File: src/rtl/gol_lcd_pkg.sv
// Shared types and constants for the Game-of-Life HD44780 renderer: FSM states,
// glyphs, LCD commands, row base addresses and the init command ROM.
package gol_lcd_pkg;

  typedef enum logic [2:0] {
    PWR_WAIT, INIT, IDLE, ROW_ADDR, CELLS, DONE
  } gol_state_e;

  typedef enum logic [2:0] {
    TX_PWR, TX_IDLE, TX_SETUP, TX_EHI, TX_GAP
  } tx_phase_e;

  localparam logic [7:0] GLYPH_ALIVE  = 8'h23;
  localparam logic [7:0] GLYPH_DEAD   = 8'h2E;
  localparam logic [7:0] GLYPH_SEL_AL = 8'h40;
  localparam logic [7:0] GLYPH_SEL_DD = 8'h5F;

  localparam logic [7:0] CMD_FUNC_SET = 8'h38;
  localparam logic [7:0] CMD_DISP_ON  = 8'h0C;
  localparam logic [7:0] CMD_ENTRY    = 8'h06;
  localparam logic [7:0] CMD_CLEAR    = 8'h01;
  localparam logic [7:0] CMD_DDRAM    = 8'h80;

  function automatic logic [7:0] init_rom(input logic [1:0] idx);
    case (idx)
      2'd0:    return CMD_FUNC_SET;
      2'd1:    return CMD_DISP_ON;
      2'd2:    return CMD_ENTRY;
      default: return CMD_CLEAR;
    endcase
  endfunction

  function automatic logic [7:0] row_cmd(input logic [1:0] y);
    case (y)
      2'd0:    return CMD_DDRAM | 8'h00;
      2'd1:    return CMD_DDRAM | 8'h40;
      2'd2:    return CMD_DDRAM | 8'h14;
      default: return CMD_DDRAM | 8'h54;
    endcase
  endfunction

  function automatic logic [7:0] cell_glyph(input logic alive, input logic sel);
    if (sel) return alive ? GLYPH_SEL_AL : GLYPH_SEL_DD;
    return alive ? GLYPH_ALIVE : GLYPH_DEAD;
  endfunction

endpackage

File: src/rtl/gol_lcd_renderer_byte_tx.sv
// One LCD bus write: SETUP / E-high / gap timing plus the shared delay counter,
// which also times the power-up wait straight out of reset.
module gol_lcd_byte_tx
  import gol_lcd_pkg::*;
#(
  parameter int E_HIGH_CYC    = 12,
  parameter int CMD_GAP_CYC   = 2000,
  parameter int CLEAR_GAP_CYC = 80000,
  parameter int INIT_WAIT_CYC = 750000,
  parameter int CW            = 20
) (
  input  logic       clk,
  input  logic       rst_n,
  input  logic       start,
  input  logic       rs,
  input  logic [7:0] data,
  input  logic       long_gap,
  output logic       done,
  output logic       lcd_rs,
  output logic       lcd_e,
  output logic [7:0] lcd_data
);

  tx_phase_e       r_phase;
  logic [CW-1:0]   r_cnt;
  logic            r_e, r_rs, r_long;
  logic [7:0]      r_data;
  logic            w_done;

  // done fires in the last wait cycle so the next SETUP follows with no bubble
  assign w_done = ((r_phase == TX_PWR) || (r_phase == TX_GAP)) && (r_cnt == '0);

  always_ff @(posedge clk or negedge rst_n) begin
    if (!rst_n) begin
      r_phase <= TX_PWR;
      r_cnt   <= CW'(INIT_WAIT_CYC - 1);
      r_e     <= 1'b0;
      r_rs    <= 1'b0;
      r_data  <= 8'h00;
      r_long  <= 1'b0;
    end else if (start && ((r_phase == TX_IDLE) || w_done)) begin
      r_phase <= TX_SETUP;
      r_rs    <= rs;
      r_data  <= data;
      r_long  <= long_gap;
      r_e     <= 1'b0;
    end else begin
      case (r_phase)
        TX_PWR:
          if (r_cnt == '0) r_phase <= TX_IDLE;
          else             r_cnt   <= r_cnt - CW'(1);
        TX_SETUP: begin
          r_phase <= TX_EHI;
          r_cnt   <= CW'(E_HIGH_CYC - 1);
          r_e     <= 1'b1;
        end
        TX_EHI:
          if (r_cnt == '0) begin
            r_phase <= TX_GAP;
            r_e     <= 1'b0;
            r_cnt   <= r_long ? CW'(CLEAR_GAP_CYC - 1) : CW'(CMD_GAP_CYC - 1);
          end else begin
            r_cnt <= r_cnt - CW'(1);
          end
        TX_GAP:
          if (r_cnt == '0) r_phase <= TX_IDLE;
          else             r_cnt   <= r_cnt - CW'(1);
        default: r_phase <= TX_IDLE;
      endcase
    end
  end

  assign done     = w_done;
  assign lcd_rs   = r_rs;
  assign lcd_e    = r_e;
  assign lcd_data = r_data;

endmodule

File: src/rtl/gol_lcd_renderer.sv
// Snapshots the Game-of-Life grid per frame request and streams it to an HD44780 LCD.
// Optional selection cursor glyphs: define GOL_LCD_CURSOR_EN.
module gol_lcd_renderer
  import gol_lcd_pkg::*;
#(
  parameter int GRID_W        = 16,
  parameter int GRID_H        = 2,
  parameter int E_HIGH_CYC    = 12,
  parameter int CMD_GAP_CYC   = 2000,
  parameter int CLEAR_GAP_CYC = 80000,
  parameter int INIT_WAIT_CYC = 750000
) (
  input  logic                       clk,
  input  logic                       rst_n,
  input  logic                       frame_req,
  input  logic [GRID_W*GRID_H-1:0]   grid_i,
  input  logic [4:0]                 sel_x,
  input  logic [1:0]                 sel_y,
  output logic                       busy,
  output logic                       frame_done,
  output logic                       lcd_rs,
  output logic                       lcd_rw,
  output logic                       lcd_e,
  output logic [7:0]                 lcd_data
);

  localparam int MAXD = (INIT_WAIT_CYC > CLEAR_GAP_CYC) ? INIT_WAIT_CYC : CLEAR_GAP_CYC;
  localparam int CW   = $clog2(MAXD + 1);
  localparam int XW   = (GRID_W > 1) ? $clog2(GRID_W) : 1;
  localparam int YW   = (GRID_H > 1) ? $clog2(GRID_H) : 1;

  gol_state_e                      r_state;
  logic                            r_busy, r_done, r_pend;
  logic [XW-1:0]                   r_x;
  logic [YW-1:0]                   r_y;
  logic [1:0]                      r_idx;
  logic [GRID_H-1:0][GRID_W-1:0]   r_snap;

  logic          w_tx_done, w_start, w_rs, w_long, w_go, w_last_x, w_last_y;
  logic          w_alive, w_sel;
  logic [7:0]    w_byte;
  logic [XW-1:0] w_cell_x;

  assign w_go     = (r_state == IDLE) && (frame_req || r_pend);
  assign w_last_x = (r_x == XW'(GRID_W - 1));
  assign w_last_y = (r_y == YW'(GRID_H - 1));
  // Byte launched on a done is the cell after the current one (x=0 right after the row address)
  assign w_cell_x = (r_state == CELLS) ? r_x + XW'(1) : '0;
  assign w_alive  = r_snap[r_y][w_cell_x];

`ifdef GOL_LCD_CURSOR_EN
  logic [4:0] r_sel_x;
  logic [1:0] r_sel_y;

  always_ff @(posedge clk or negedge rst_n) begin
    if (!rst_n) begin
      r_sel_x <= '0;
      r_sel_y <= '0;
    end else if (w_go) begin
      r_sel_x <= sel_x;
      r_sel_y <= sel_y;
    end
  end

  assign w_sel = (r_sel_x == 5'(w_cell_x)) && (r_sel_y == 2'(r_y));
`else
  logic w_unused_sel;
  assign w_unused_sel = ^{sel_x, sel_y};
  assign w_sel        = 1'b0;
`endif

  always_comb begin
    w_start = 1'b0;
    w_rs    = 1'b0;
    w_byte  = 8'h00;
    case (r_state)
      PWR_WAIT: begin
        w_start = w_tx_done;
        w_byte  = init_rom(2'd0);
      end
      INIT: begin
        w_start = w_tx_done && (r_idx != 2'd3);
        w_byte  = init_rom(r_idx + 2'd1);
      end
      IDLE: begin
        w_start = w_go;
        w_byte  = row_cmd(2'd0);
      end
      ROW_ADDR: begin
        w_start = w_tx_done;
        w_rs    = 1'b1;
        w_byte  = cell_glyph(w_alive, w_sel);
      end
      CELLS: begin
        w_start = w_tx_done && !(w_last_x && w_last_y);
        if (w_last_x) begin
          w_byte = row_cmd(2'(r_y) + 2'd1);
        end else begin
          w_rs   = 1'b1;
          w_byte = cell_glyph(w_alive, w_sel);
        end
      end
      default: ;
    endcase
  end

  assign w_long = !w_rs && (w_byte == CMD_CLEAR);

  always_ff @(posedge clk or negedge rst_n) begin
    if (!rst_n) begin
      r_state <= PWR_WAIT;
      r_busy  <= 1'b1;
      r_done  <= 1'b0;
      r_pend  <= 1'b0;
      r_x     <= '0;
      r_y     <= '0;
      r_idx   <= '0;
      r_snap  <= '0;
    end else begin
      r_done <= 1'b0;
      if (frame_req && (r_state != IDLE)) r_pend <= 1'b1;
      case (r_state)
        PWR_WAIT:
          if (w_tx_done) begin
            r_state <= INIT;
            r_idx   <= 2'd0;
          end
        INIT:
          if (w_tx_done) begin
            if (r_idx == 2'd3) begin
              r_state <= IDLE;
              r_busy  <= 1'b0;
            end else begin
              r_idx <= r_idx + 2'd1;
            end
          end
        IDLE:
          if (w_go) begin
            r_state <= ROW_ADDR;
            r_busy  <= 1'b1;
            r_pend  <= 1'b0;
            r_snap  <= grid_i;
            r_x     <= '0;
            r_y     <= '0;
          end
        ROW_ADDR:
          if (w_tx_done) begin
            r_state <= CELLS;
            r_x     <= '0;
          end
        CELLS:
          if (w_tx_done) begin
            if (!w_last_x) begin
              r_x <= r_x + XW'(1);
            end else if (w_last_y) begin
              r_state <= DONE;
              r_done  <= 1'b1;
            end else begin
              r_y     <= r_y + YW'(1);
              r_state <= ROW_ADDR;
            end
          end
        DONE: begin
          r_state <= IDLE;
          r_busy  <= 1'b0;
        end
        default: r_state <= IDLE;
      endcase
    end
  end

  gol_lcd_byte_tx #(
    .E_HIGH_CYC    (E_HIGH_CYC),
    .CMD_GAP_CYC   (CMD_GAP_CYC),
    .CLEAR_GAP_CYC (CLEAR_GAP_CYC),
    .INIT_WAIT_CYC (INIT_WAIT_CYC),
    .CW            (CW)
  ) u_tx (
    .clk      (clk),
    .rst_n    (rst_n),
    .start    (w_start),
    .rs       (w_rs),
    .data     (w_byte),
    .long_gap (w_long),
    .done     (w_tx_done),
    .lcd_rs   (lcd_rs),
    .lcd_e    (lcd_e),
    .lcd_data (lcd_data)
  );

  assign busy       = r_busy;
  assign frame_done = r_done;
  assign lcd_rw     = 1'b0;

endmodule
File: config.mk
export PLATFORM = sky130hd
export DESIGN_NAME = gol_lcd_renderer
export DESIGN_NICKNAME = d
export VERILOG_FILES = /design/src/rtl/gol_lcd_pkg.sv /design/src/rtl/gol_lcd_renderer_byte_tx.sv /design/src/rtl/gol_lcd_renderer.sv
export SDC_FILE = /design/constraint.sdc
export NUM_CORES = 1
export LEC_CHECK = 0
export CORE_UTILIZATION = 30
export DETAILED_ROUTE_END_ITERATION = 16
export PLACE_DENSITY = 0.48
export SKIP_LAST_GASP = 1
export SYNTH_ARGS = -nofsm -noshare
export SYNTH_HDL_FRONTEND = slang
export SYNTH_SLANG_ARGS = --single-unit
File: constraint.sdc
create_clock -name clk -period 4.55 [get_ports clk]
set_clock_uncertainty 0.15 [all_clocks]
set_input_delay 1.365 -clock clk [delete_from_list [all_inputs] [get_ports clk]]
set_output_delay 1.365 -clock clk [all_outputs]
set_load 0.02 [all_outputs]
==> results.md <==
Timing:
- Setup repair after global routing left no endpoint under its margin.
- The headroom to the max-slew limit is 26.6%.
- After routing, the total negative slack on setup checks comes to 0 ns.
- The post-layout worst setup margin is 1.25 ns.
- The final-report setup violation count is 0.
- The final-report hold violation count is 0.
- The count of pins over their slew limit is 0.
- For the pin with the worst max-slew slack, the measured transition is 1.09 ns.
- The final critical-path share of the clock period is 72.6%.
- Static timing analysis puts the maximum clock frequency at 303 MHz.
- The worst path needs 3.30 ns of the cycle, external delays included.

Placed design:
- Once placement completed, the tool counted placed cells totaling 646.
- The post-DP HPWL is 7.63 mm.
- At the end of routability-driven placement, the weighted congestion stood at 0.834.
- The pre-CTS worst setup slack is 0.888 ns.
- The count of buffers from port buffering is 46.

Drt:
- Once detail routing completed, the nets flagged for antenna violations numbered 0.
- The routed length on met1 is 5.36 mm.
- The routed design uses 424 um of met3 wire.
- Routed signal wires occupy layers up through met4.
- After detailed routing, the average wire length per cell comes to 16.5 um.
- Detailed routing inserted a total of 3533 vias.
- The post-detailed-routing wire length is 10.9 mm.
- The met2 layer wire length in the routed design is 4.98 mm.
- The DRC violation count after routing is 0.
- The number of vias per cell is 5.34.
- For this run, the detailed router's first-pass iteration total came to 4.
- The first routing iteration left 171 violations.

Die:
- The initial utilization of the core area, before any placement, comes to 31.0%.
- The area enclosed by the die boundary is 14900 sq um.
- In this run the standard cell core region covers 14000 sq um.
- From left edge to right edge, the die measures 122 um.
- The floorplan has 43 rows.
- The number of ports placed on the die boundary is 55.
- In this run the vertical extent of the chip is 122 um.

CTS:
- The longest clock path from root to sink contains 2 buffers.
- The count of cells resized by post-cts repair is 0.
- The number of buffers inserted by post-CTS setup repair is 0.
- The total clock buffers created by CTS is 9.
- Buffers inserted to repair hold after CTS numbered 0.
- In this run the number of H-tree levels came out at 3.
- TritonCTS built the clock tree.
- The tree built by TritonCTS fans out to 79 sinks.
- The CTS clock-pin slew for the worst setup and hold paths is 0.06 ns.
- At the later pin of the worst-skew pair, clock insertion delay measures 0.35 ns.
- The cell at the root of the clock tree is sky130_fd_sc_hd__clkbuf_16.

Worst setup path:
- The critical path's most frequent cell is sky130_fd_sc_hd__nor2_1.
- Across all register-to-register paths, the minimum setup slack is 1.50 ns.
- Along the worst path, the maximum fanout reaches 13.
- For the worst setup path, the data required time is 4.66 ns.
- The startpoint type of the worst setup path is a primary input.
- The reg-to-reg startpoint is u_tx.r_cnt[6]$_DFFE_PN0P_.
- The cell count of the worst reg-to-reg path is 7.
- The critical path in this run is classified as primary input to flip-flop.
- The maximum single-stage delay on the critical path is 0.65 ns.
- The worst setup path startpoint is frame_req.
- For this design, the slowest cell found on the critical path is sky130_fd_sc_hd__a211oi_4.
- Following the worst setup path forward leads to its endpoint at u_tx.lcd_data[4]$_DFFE_PN0P_.
- Walking the worst path, the cells encountered are clkdlybuf4s50_1, nor2_1, nor3_2, a32oi_1, a211oi_4, buf_4, nor2_1, a31oi_1.
- The reg-to-reg endpoint is u_tx.lcd_data[4]$_DFFE_PN0P_.
- Data on the critical path arrives at its endpoint at 3.42 ns.
- STA classifies the critical path endpoint as a flip-flop.

Yosys:
- In this run, synthesis inferred 0 flip-flops with an integrated enable.
- In the synthesized netlist the dominant register cell turns out to be sky130_fd_sc_hd__dfrtp_1.
- The part of the Yosys area used for sequential elements is 46.0%.
- The post-synthesis average cell area is 9.99 sq um.
- The number of warnings printed during yosys synthesis is 0.
- The gate count of the mapped netlist is 434.
- The number of distinct library cells after synthesis is 66.
- Counting flops with an async set or reset pin after synthesis yields a share of 100%.
- The number of storage elements in the synthesis netlist is 79.
- The cell area after technology mapping is 4330 sq um.
- The library cell occupying the most area in the post-synthesis netlist is sky130_fd_sc_hd__dfrtp_1.
- Yosys attributes the largest share of cell area to sky130_fd_sc_hd__dfrtp_1, sky130_fd_sc_hd__mux2_2, sky130_fd_sc_hd__dfstp_2, sky130_fd_sc_hd__o21ai_0, sky130_fd_sc_hd__nor2_1.
- The number of nets handed over by synthesis was 483.
- The share of the synthesized area in the top cell type is 37.5%.

Worst hold path:
- The worst min-delay path category is flip-flop to flip-flop.

Final layout:
- The final standard cell count with taps included and fillers excluded is 662.
- The share of layout cells above drive strength 1 is 17.6%.
- The relative area change from synthesis to final layout is 22.7%.
- The number of nets in the finished design is 526.
- The number of antenna repair diodes is 0.

Global route:
- The initial antenna violation count was 0.
- The first global-routing pass estimated 18.5 mm of wire.
- The largest net degree at the start of global routing is 80.
- Summed over all layers, the global routing overflow is 0.
- The via count of the first global-routing pass was 3463.
- The overall track demand over capacity in global routing is 16.1%.

Run status:
- The flow ran to the end, and the final reports show no timing, DRC or antenna violations.

Power:
- The worst-case IR drop observed on VDD is 0.000178 V.
- The static leakage is 0.00213 uW.
- The total power density per cell area is 309 nW/um^2.

Run:
- The number of maximum-capacitance violations is 0.
layer usage:
layer | vias up | global-route usage (%)
met5 | - | 0
li1 | 1698 | -
met1 | 1754 | 22.2
met3 | 13 | 4.31
met2 | 68 | 24.2
met4 | 0 | 5.49
how the worst min path moves through the flow:
stage	from	end	slack, ns	depth (start not counted)
6_report	u_tx.r_cnt[11]$_DFFE_PN0P_	u_tx.r_cnt[11]$_DFFE_PN0P_	0.34	1
5_1_grt	u_tx.r_cnt[11]$_DFFE_PN0P_	u_tx.r_cnt[11]$_DFFE_PN0P_	0.37	1
4_1_cts	u_tx.r_cnt[11]$_DFFE_PN0P_	u_tx.r_cnt[11]$_DFFE_PN0P_	0.34	1
3_5_place_dp	u_tx.r_cnt[11]$_DFFE_PN0P_	u_tx.r_cnt[11]$_DFFE_PN0P_	0.33	1
3_3_place_gp	u_tx.r_cnt[11]$_DFFE_PN0P_	u_tx.r_cnt[11]$_DFFE_PN0P_	0.32	1
2_1_floorplan	u_tx.r_cnt[11]$_DFFE_PN0P_	u_tx.r_cnt[11]$_DFFE_PN0P_	0.31	1
cells by family after synthesis:
group | share of synthesized area [%]
AO/OA/AOI/OAI | 16.9
buffers and inverters | 3.58
AND/OR/NAND/NOR | 17.7
adder cells (fa/ha/maj) | 2.02
other | 0.0865
flip-flops | 46.0
XOR/XNOR | 0.808
multiplexers | 12.8
critical path: cells and delay by family:
kind,cells,cell delay (ns)
compound gates,3,0.96
buf+inv,2,0.77
simple gates,3,0.32
stage by stage:
step           power [uW]  util (%)  cell area, sq um  hold WS (ns)
2_1_floorplan         762         -              4330         0.310
3_3_place_gp          812      35.5              4970         0.320
3_5_place_dp          814      35.5              4970         0.327
4_1_cts              1670      38.0              5320         0.342
5_1_grt              1700      38.0              5320         0.370
6_report             1640      38.0              5320         0.343
cell type report:
class                           instances  area (sq um)
Timing Repair Buffer                   52           503
Tap cell                              180           225
Clock inverter                          7           120
Sequential cell                        79          1990
Fill cell                            1427          8670
Multi-Input combinational cell        321          2200
Inverter                               14          52.6
Clock buffer                            9           225
cell usage in the layout (no fill, tap or decap), types with 14 or more instances in the layout:
cell type	n
sky130_fd_sc_hd__inv_1	14
sky130_fd_sc_hd__nand3_1	20
sky130_fd_sc_hd__dfrtp_1	65
sky130_fd_sc_hd__nand2_1	26
sky130_fd_sc_hd__mux2i_1	14
sky130_fd_sc_hd__clkdlybuf4s50_1	45
sky130_fd_sc_hd__mux2_2	35
sky130_fd_sc_hd__nor3_1	14
sky130_fd_sc_hd__a21oi_1	20
sky130_fd_sc_hd__o21ai_0	38
sky130_fd_sc_hd__dfstp_2	14
sky130_fd_sc_hd__nor2_1	39
synthesized netlist by cell type (2+ instances only):
library cell	n
sky130_fd_sc_hd__a211oi_1	3
sky130_fd_sc_hd__a21o_1	4
sky130_fd_sc_hd__a21oi_1	20
sky130_fd_sc_hd__a221o_1	2
sky130_fd_sc_hd__a22o_1	10
sky130_fd_sc_hd__a22oi_1	2
sky130_fd_sc_hd__a2bb2oi_1	2
sky130_fd_sc_hd__a31oi_1	4
sky130_fd_sc_hd__and3_1	4
sky130_fd_sc_hd__buf_6	3
sky130_fd_sc_hd__clkbuf_1	14
sky130_fd_sc_hd__dfrtp_1	65
sky130_fd_sc_hd__dfstp_2	14
sky130_fd_sc_hd__ha_1	7
sky130_fd_sc_hd__inv_1	14
sky130_fd_sc_hd__mux2_2	35
sky130_fd_sc_hd__mux2i_1	14
sky130_fd_sc_hd__nand2_1	26
sky130_fd_sc_hd__nand2b_1	3
sky130_fd_sc_hd__nand3_1	20
sky130_fd_sc_hd__nand3b_1	2
sky130_fd_sc_hd__nand4_1	6
sky130_fd_sc_hd__nor2_1	39
sky130_fd_sc_hd__nor2b_1	4
sky130_fd_sc_hd__nor3_1	15
sky130_fd_sc_hd__nor3b_1	3
sky130_fd_sc_hd__nor4_1	7
sky130_fd_sc_hd__nor4b_1	2
sky130_fd_sc_hd__o211ai_1	3
sky130_fd_sc_hd__o21a_1	2
sky130_fd_sc_hd__o21ai_0	38
sky130_fd_sc_hd__o22ai_1	3
sky130_fd_sc_hd__o31ai_1	4
sky130_fd_sc_hd__o41ai_1	2
sky130_fd_sc_hd__or2_2	3
sky130_fd_sc_hd__or3_1	2
sky130_fd_sc_hd__or4_4	2
sky130_fd_sc_hd__xor2_1	3
sequential cells by signal (all words and copies together) (netlist names):
register	cells
u_tx.lcd_rs	1
r_pend	1
u_tx.r_long	1
r_x	4
u_tx.r_cnt	20
busy	1
u_tx.lcd_data	8
u_tx.lcd_e	1
u_tx.r_phase	3
r_idx	2
r_y	1
r_snap	32
frame_done	1
r_state	3
power by group:
group | internal, uW | switching [uW]
clock network | 538 | 306
logic | 42.4 | 27.4
registers | 718 | 10.4
total | 1300 | 344
No activity file was read; power rests on OpenSTA's default activity.
